**src/rtl/bkm_data_step_scoreboard_pkg.sv**
```systemverilog
// bkm_data_step_scoreboard_pkg: scoreboard status encoding shared by RTL and bench
package bkm_data_step_scoreboard_pkg;
  typedef enum logic [1:0] {
    SB_IDLE      = 2'd0,
    SB_RUN       = 2'd1,
    SB_PASS_HOLD = 2'd2,
    SB_FAIL      = 2'd3
  } sb_state_t;
endpackage

```
**src/rtl/bkm_sat_counter.sv**
```systemverilog
// bkm_sat_counter: synchronous-clear counter that sticks at all-ones
module bkm_sat_counter #(
  parameter int CNT_W = 32
) (
  input  logic             clk,
  input  logic             clr,
  input  logic             inc,
  output logic [CNT_W-1:0] count
);
  always_ff @(posedge clk)
    count <= clr ? '0 : (inc && !(&count)) ? count + 1'b1 : count;
endmodule

```
**src/rtl/bkm_data_step_scoreboard.sv**
```systemverilog
// bkm_data_step_scoreboard: run statistics and pass/fail status behind the bkm_data_step checker
module bkm_data_step_scoreboard
  import bkm_data_step_scoreboard_pkg::*;
#(
  parameter int W           = 64,
  parameter int LOG2N       = 6,
  parameter int CNT_W       = 32,
  parameter bit STOP_ON_ERR = 1'b0
) (
  input  logic             clk,
  input  logic             srst,
  input  logic             enable,
  input  logic             clear,
  input  logic [LOG2N-1:0] tb_n,
  input  logic [W-1:0]     delta_X,
  input  logic [W-1:0]     delta_Y,
  input  logic             err_X,
  input  logic             err_Y,
  input  logic             war_X,
  input  logic             war_Y,
  output logic [CNT_W-1:0] cnt_samples,
  output logic [CNT_W-1:0] cnt_err_X,
  output logic [CNT_W-1:0] cnt_err_Y,
  output logic [CNT_W-1:0] cnt_war_X,
  output logic [CNT_W-1:0] cnt_war_Y,
  output logic [W-1:0]     max_dX,
  output logic [W-1:0]     max_dY,
  output logic             first_err_vld,
  output logic [LOG2N-1:0] first_err_n,
  output logic [CNT_W-1:0] first_err_idx,
  output logic [1:0]       state
);
  logic             clr, en_d, judge, err, frozen;
  logic [W-1:0]     dx_d, dy_d, abs_x, abs_y;
  logic [LOG2N-1:0] n_d;
  sb_state_t        st, st_nx;
  assign clr    = srst | clear;
  assign frozen = (st == SB_FAIL) && STOP_ON_ERR;
  assign judge  = en_d && !frozen;
  assign err    = err_X | err_Y;
  assign abs_x  = dx_d[W-1] ? -dx_d : dx_d;
  assign abs_y  = dy_d[W-1] ? -dy_d : dy_d;
  assign state  = st;
  always_ff @(posedge clk) begin
    if (clr) begin
      en_d <= 1'b0;
      dx_d <= '0;
      dy_d <= '0;
      n_d  <= '0;
    end else begin
      en_d <= enable;
      if (enable) begin
        dx_d <= delta_X;
        dy_d <= delta_Y;
        n_d  <= tb_n;
      end
    end
  end
  bkm_sat_counter #(.CNT_W(CNT_W)) u_samples (.clk(clk), .clr(clr), .inc(judge),         .count(cnt_samples));
  bkm_sat_counter #(.CNT_W(CNT_W)) u_err_x   (.clk(clk), .clr(clr), .inc(judge & err_X), .count(cnt_err_X));
  bkm_sat_counter #(.CNT_W(CNT_W)) u_err_y   (.clk(clk), .clr(clr), .inc(judge & err_Y), .count(cnt_err_Y));
  bkm_sat_counter #(.CNT_W(CNT_W)) u_war_x   (.clk(clk), .clr(clr), .inc(judge & war_X), .count(cnt_war_X));
  bkm_sat_counter #(.CNT_W(CNT_W)) u_war_y   (.clk(clk), .clr(clr), .inc(judge & war_Y), .count(cnt_war_Y));
  always_ff @(posedge clk) begin
    if (clr) begin
      max_dX        <= '0;
      max_dY        <= '0;
      first_err_vld <= 1'b0;
      first_err_n   <= '0;
      first_err_idx <= '0;
    end else if (judge) begin
      if (abs_x > max_dX) max_dX <= abs_x;
      if (abs_y > max_dY) max_dY <= abs_y;
      if (err && !first_err_vld) begin
        first_err_vld <= 1'b1;
        first_err_n   <= n_d;
        first_err_idx <= cnt_samples;
      end
    end
  end
  always_ff @(posedge clk) st <= clr ? SB_IDLE : st_nx;
  always_comb st_nx = !judge ? st : err ? SB_FAIL : (st == SB_IDLE) ? SB_RUN : st;
endmodule
```
**config.mk**
```make
export PLATFORM = sky130hd
export DESIGN_NAME = bkm_data_step_scoreboard
export DESIGN_NICKNAME = d
export VERILOG_FILES = /design/src/rtl/bkm_data_step_scoreboard_pkg.sv /design/src/rtl/bkm_sat_counter.sv /design/src/rtl/bkm_data_step_scoreboard.sv
export SDC_FILE = /design/constraint.sdc
export NUM_CORES = 1
export LEC_CHECK = 0
export CORE_MARGIN = 2
export CORE_UTILIZATION = 31
export CTS_BUF_LIST = sky130_fd_sc_hd__clkbuf_2 sky130_fd_sc_hd__clkbuf_4 sky130_fd_sc_hd__clkbuf_8
export DETAILED_ROUTE_END_ITERATION = 12
export GPL_TIMING_DRIVEN = 0
export SYNTH_ARGS = -nofsm -noshare
export SYNTH_HDL_FRONTEND = slang
export SYNTH_HIERARCHICAL = 1
export SYNTH_SLANG_ARGS = --single-unit
```
**constraint.sdc**
```tcl
create_clock -name clk -period 8.4 [get_ports clk]
set_input_delay 2.52 -clock clk [delete_from_list [all_inputs] [get_ports clk]]
set_output_delay 2.52 -clock clk [all_outputs]
set_load 0.02 [all_outputs]
```
==> load_flow_metrics.sql <==
INSERT INTO impl_metrics (metric_group, metric, value, unit) VALUES
('run_status', 'run_status', 'finished clean', ''),
('sta', 'final_min_period_over_clock_period', '84.7', '%'),
('finish', 'final_area', '0.0331', 'mm²'),
('worst_setup_path', 'endpoint_kind', 'flop', ''),
('min_path', 'holdPathStages', '2', ''),
('sta', 'worstMarginPinSlew', '1.36', 'ns'),
('sta', 'setup_viol', '0', ''),
('placed_design', 'buffer_ports.inserted', '469', ''),
('synthesis', 'synth.most_common_cell', 'dfxtp_1', ''),
('grt', 'initial_antenna_violation_count', '21', ''),
('sta', 'setup_repair_after_global_routing_missed_its_margin', 'false', ''),
('placed_design', 'place.detailed.hpwl', '67.8', 'mm'),
('synthesis', 'synth_warnings', '6', ''),
('synthesis', 'synth_area_per_cell', '8.62', 'µm²'),
('worst_setup_path', 'timing.rr.start', 'dy_d[17]', ''),
('worst_setup_path', 'worstSetupEndpoint', 'max_dY[7]', ''),
('worst_setup_path', 'regToRegEndpoint', 'max_dY[7]', ''),
('clock_network', 'clock_transition_at_path_regs', '0.06', 'ns'),
('floorplanning', 'dieHeight', '289', 'µm'),
('synthesis', 'yosysUniqueCellTypes', '65', ''),
('sta', 'report.final.hold_viol_count', '0', ''),
('power_and_ir_drop', 'max-vdd-ir-drop', '0.121', 'mV'),
('finish', 'drive_gt1_share', '8.08', '%'),
('flow_run', 'max_cap_violations', '0', ''),
('floorplanning', 'io-pin-count', '471', ''),
('floorplanning', 'die-area', '0.0833', 'mm²'),
('finish', 'fillCellCount', '8119', ''),
('detailed_routing', 'detail_route.wirelength', '90.2', 'mm'),
('finish', 'net_count_final', '3751', ''),
('grt', 'globalRouteOverflowTotal', '0', ''),
('synthesis', 'synthCells', '2912', ''),
('detailed_routing', 'drt_drc_violations_left', '0', ''),
('worst_setup_path', 'critPathLaunch', 'dy_d[17]', ''),
('floorplanning', 'coreArea', '0.0803', 'mm²'),
('detailed_routing', 'first_iter_violations', '1232', ''),
('detailed_routing', 'vias', '23600', ''),
('grt', 'vias_in_the_first_global_route', '22700', ''),
('clock_network', 'cts_tree', 'yes', ''),
('finish', 'final_cells', '4609', ''),
('synthesis', 'number_of_flops_mapped_to_enable_cells_by_yosys', '0', ''),
('grt', 'grt_start_max_net_pins', '21', ''),
('detailed_routing', 'dr.pass1.iters', '7', ''),
('worst_setup_path', 'worstPathMaxFanout', '10', ''),
('synthesis', 'synth_seq_cells', '464', ''),
('sta', 'fin_skew', '0.0268', 'ns'),
('finish', 'area_delta_synth_final', '32.0', '%'),
('floorplanning', 'floorplan.initialDensity', '31.3', '%'),
('detailed_routing', 'antenna_left', '0', ''),
('clock_network', 'worst_skew_pair.late_latency', '0.69', 'ns'),
('placed_design', 'routabilityCongestion', '0.879', ''),
('sta', 'slew_headroom', '8.95', '%'),
('synthesis', 'synth_fp_nets', '3189', ''),
('synthesis', 'dominant_synthesized_flop_cell', 'dfxtp_1', ''),
('placed_design', 'dpl_cell_area', '0.0311', 'mm²'),
('synthesis', 'ys_top_cells_by_count', 'dfxtp_1, a21oi_1, nor2_1', ''),
('clock_network', 'cts_setup_buffers', '0', ''),
('clock_network', 'cts.sinks', '464', ''),
('floorplanning', 'die_width', '289', 'µm'),
('synthesis', 'synth-async-reset-ratio', '0', '%'),
('floorplanning', 'row_count', '104', ''),
('clock_network', 'cts_buffer_depth', '3', ''),
('worst_setup_path', 'timing_worst_setup_path_type', 'reg -> reg', ''),
('synthesis', 'syn-cell-area', '0.0251', 'mm²'),
('sta', 'worst_hold_check_slack', '0.445', 'ns'),
('clock_network', 'post_cts_resized', '0', ''),
('detailed_routing', 'routed_via_density', '5.13', ''),
('synthesis', 'synth_top_cell_area_share', '37.0', '%'),
('worst_setup_path', 'r2r_setup_slack', '1.29', 'ns'),
('detailed_routing', 'wire_per_inst', '19.6', 'µm'),
('worst_setup_path', 'worst_r2r_path_depth', '19', ''),
('clock_network', 'htree_num_levels', '3', '');
layer usage:
| metal | wire [µm] | up-vias | global-route usage (%) |
|---|---|---|---|
| met4 | 3450 | 28 | 8.52 |
| met1 | 39600 | 11100 | 26.6 |
| met3 | 5820 | 194 | 5.22 |
| met2 | 41100 | 605 | 33.8 |
| li1 | - | 11700 | - |
| met5 | 183 | - | 0 |
state kept, by name (all words and copies together), names as in the netlist:
| signal | count |
|---|---|
| u_samples/count | 32 |
| u_err_y/count | 32 |
| first_err_n | 6 |
| max_dX | 64 |
| dx_d | 64 |
| first_err_vld | 1 |
| u_err_x/count | 32 |
| u_war_y/count | 32 |
| first_err_idx | 32 |
| u_war_x/count | 32 |
| max_dY | 64 |
| n_d | 6 |
| en_d | 1 |
| dy_d | 64 |
| state | 2 |
kinds of logic (layout without fill, tap and decap cells):
family,count (synthesis),after routing,synth area share [%]
AND/OR/NAND/NOR,1052,1052,22.8
AO/OA/AOI/OAI,619,619,16.3
flip-flops,464,464,37.0
buffers and inverters,316,945,5.14
XOR/XNOR,187,187,6.52
multiplexers,139,139,5.54
adder cells (fa/ha/maj),135,135,6.73
other,0,8,0
worst max-delay path, cell delays in order (launching register included):
cell and delay [ns]:
dfxtp_1 0.36, or4_4 0.59, or3_1 0.42, or3_1 0.43, buf_2 0.21, or4_4 0.52, buf_6 0.16, o41ai_4 0.31
xnor2_1 0.14, ha_1 0.30, nand4_1 0.13, nor4_1 0.66, nand4_1 0.42, nor2_1 0.19, a2111oi_0 0.10, a21oi_1 0.57
clkbuf_1 0.73, buf_1 0.51, nand3_1 0.14, o31ai_1 0.10
per-stage QoR:
step / setup slack [ns] / total power [mW]
global route: 0.737 / 5.77
detailed placement: 1.19 / 3.08
CTS: 1.17 / 5.59
finish: 1.29 / 5.52
global placement: 1.21 / 3.07
floorplan: 3.19 / 2.78
cell usage in the layout (no fill, tap or decap), drive strengths merged, types with 139 or more instances in the layout:
| master | instances |
|---|---|
| xnor2 | 165 |
| clkdlybuf4s50 | 469 |
| nor2 | 232 |
| o21ai | 148 |
| clkbuf | 262 |
| mux2i | 139 |
| nand2 | 206 |
| inv | 158 |
| a21oi | 254 |
| nor3 | 140 |
| dfxtp | 464 |
cell type report:
| type | count | area [µm²] | share of cell area (%) |
|---|---|---|---|
| Clock buffer | 151 | 1870 | 5.65 |
| Sequential cell | 464 | 9290 | 28.0 |
| Multi-Input combinational cell | 2132 | 14500 | 43.8 |
| Inverter | 152 | 571 | 1.72 |
| Buffer | 164 | 722 | 2.18 |
| Tap cell | 1060 | 1330 | 4.00 |
| Timing Repair Buffer | 470 | 4710 | 14.2 |
| Antenna cell | 8 | 20.0 | 0.0604 |
| Clock inverter | 8 | 97.6 | 0.295 |
worst min-delay path by stage:
stage | from | endpoint | slack [ns]
floorplan | n_d[0] | first_err_n[0] | 0.43
global placement | first_err_idx[25] | first_err_idx[25] | 0.44
detailed placement | first_err_idx[23] | first_err_idx[23] | 0.45
CTS | n_d[4] | first_err_n[4] | 0.45
global route | n_d[4] | first_err_n[4] | 0.46
finish | n_d[4] | first_err_n[4] | 0.45
report_power, final:
part / internal (mW) / switching [mW]
Clock: 1.43 / 1.05
Sequential: 2.23 / 0.0400
Combinational: 0.288 / 0.473
Total: 3.95 / 1.57
(Power assumes the default switching activity.)
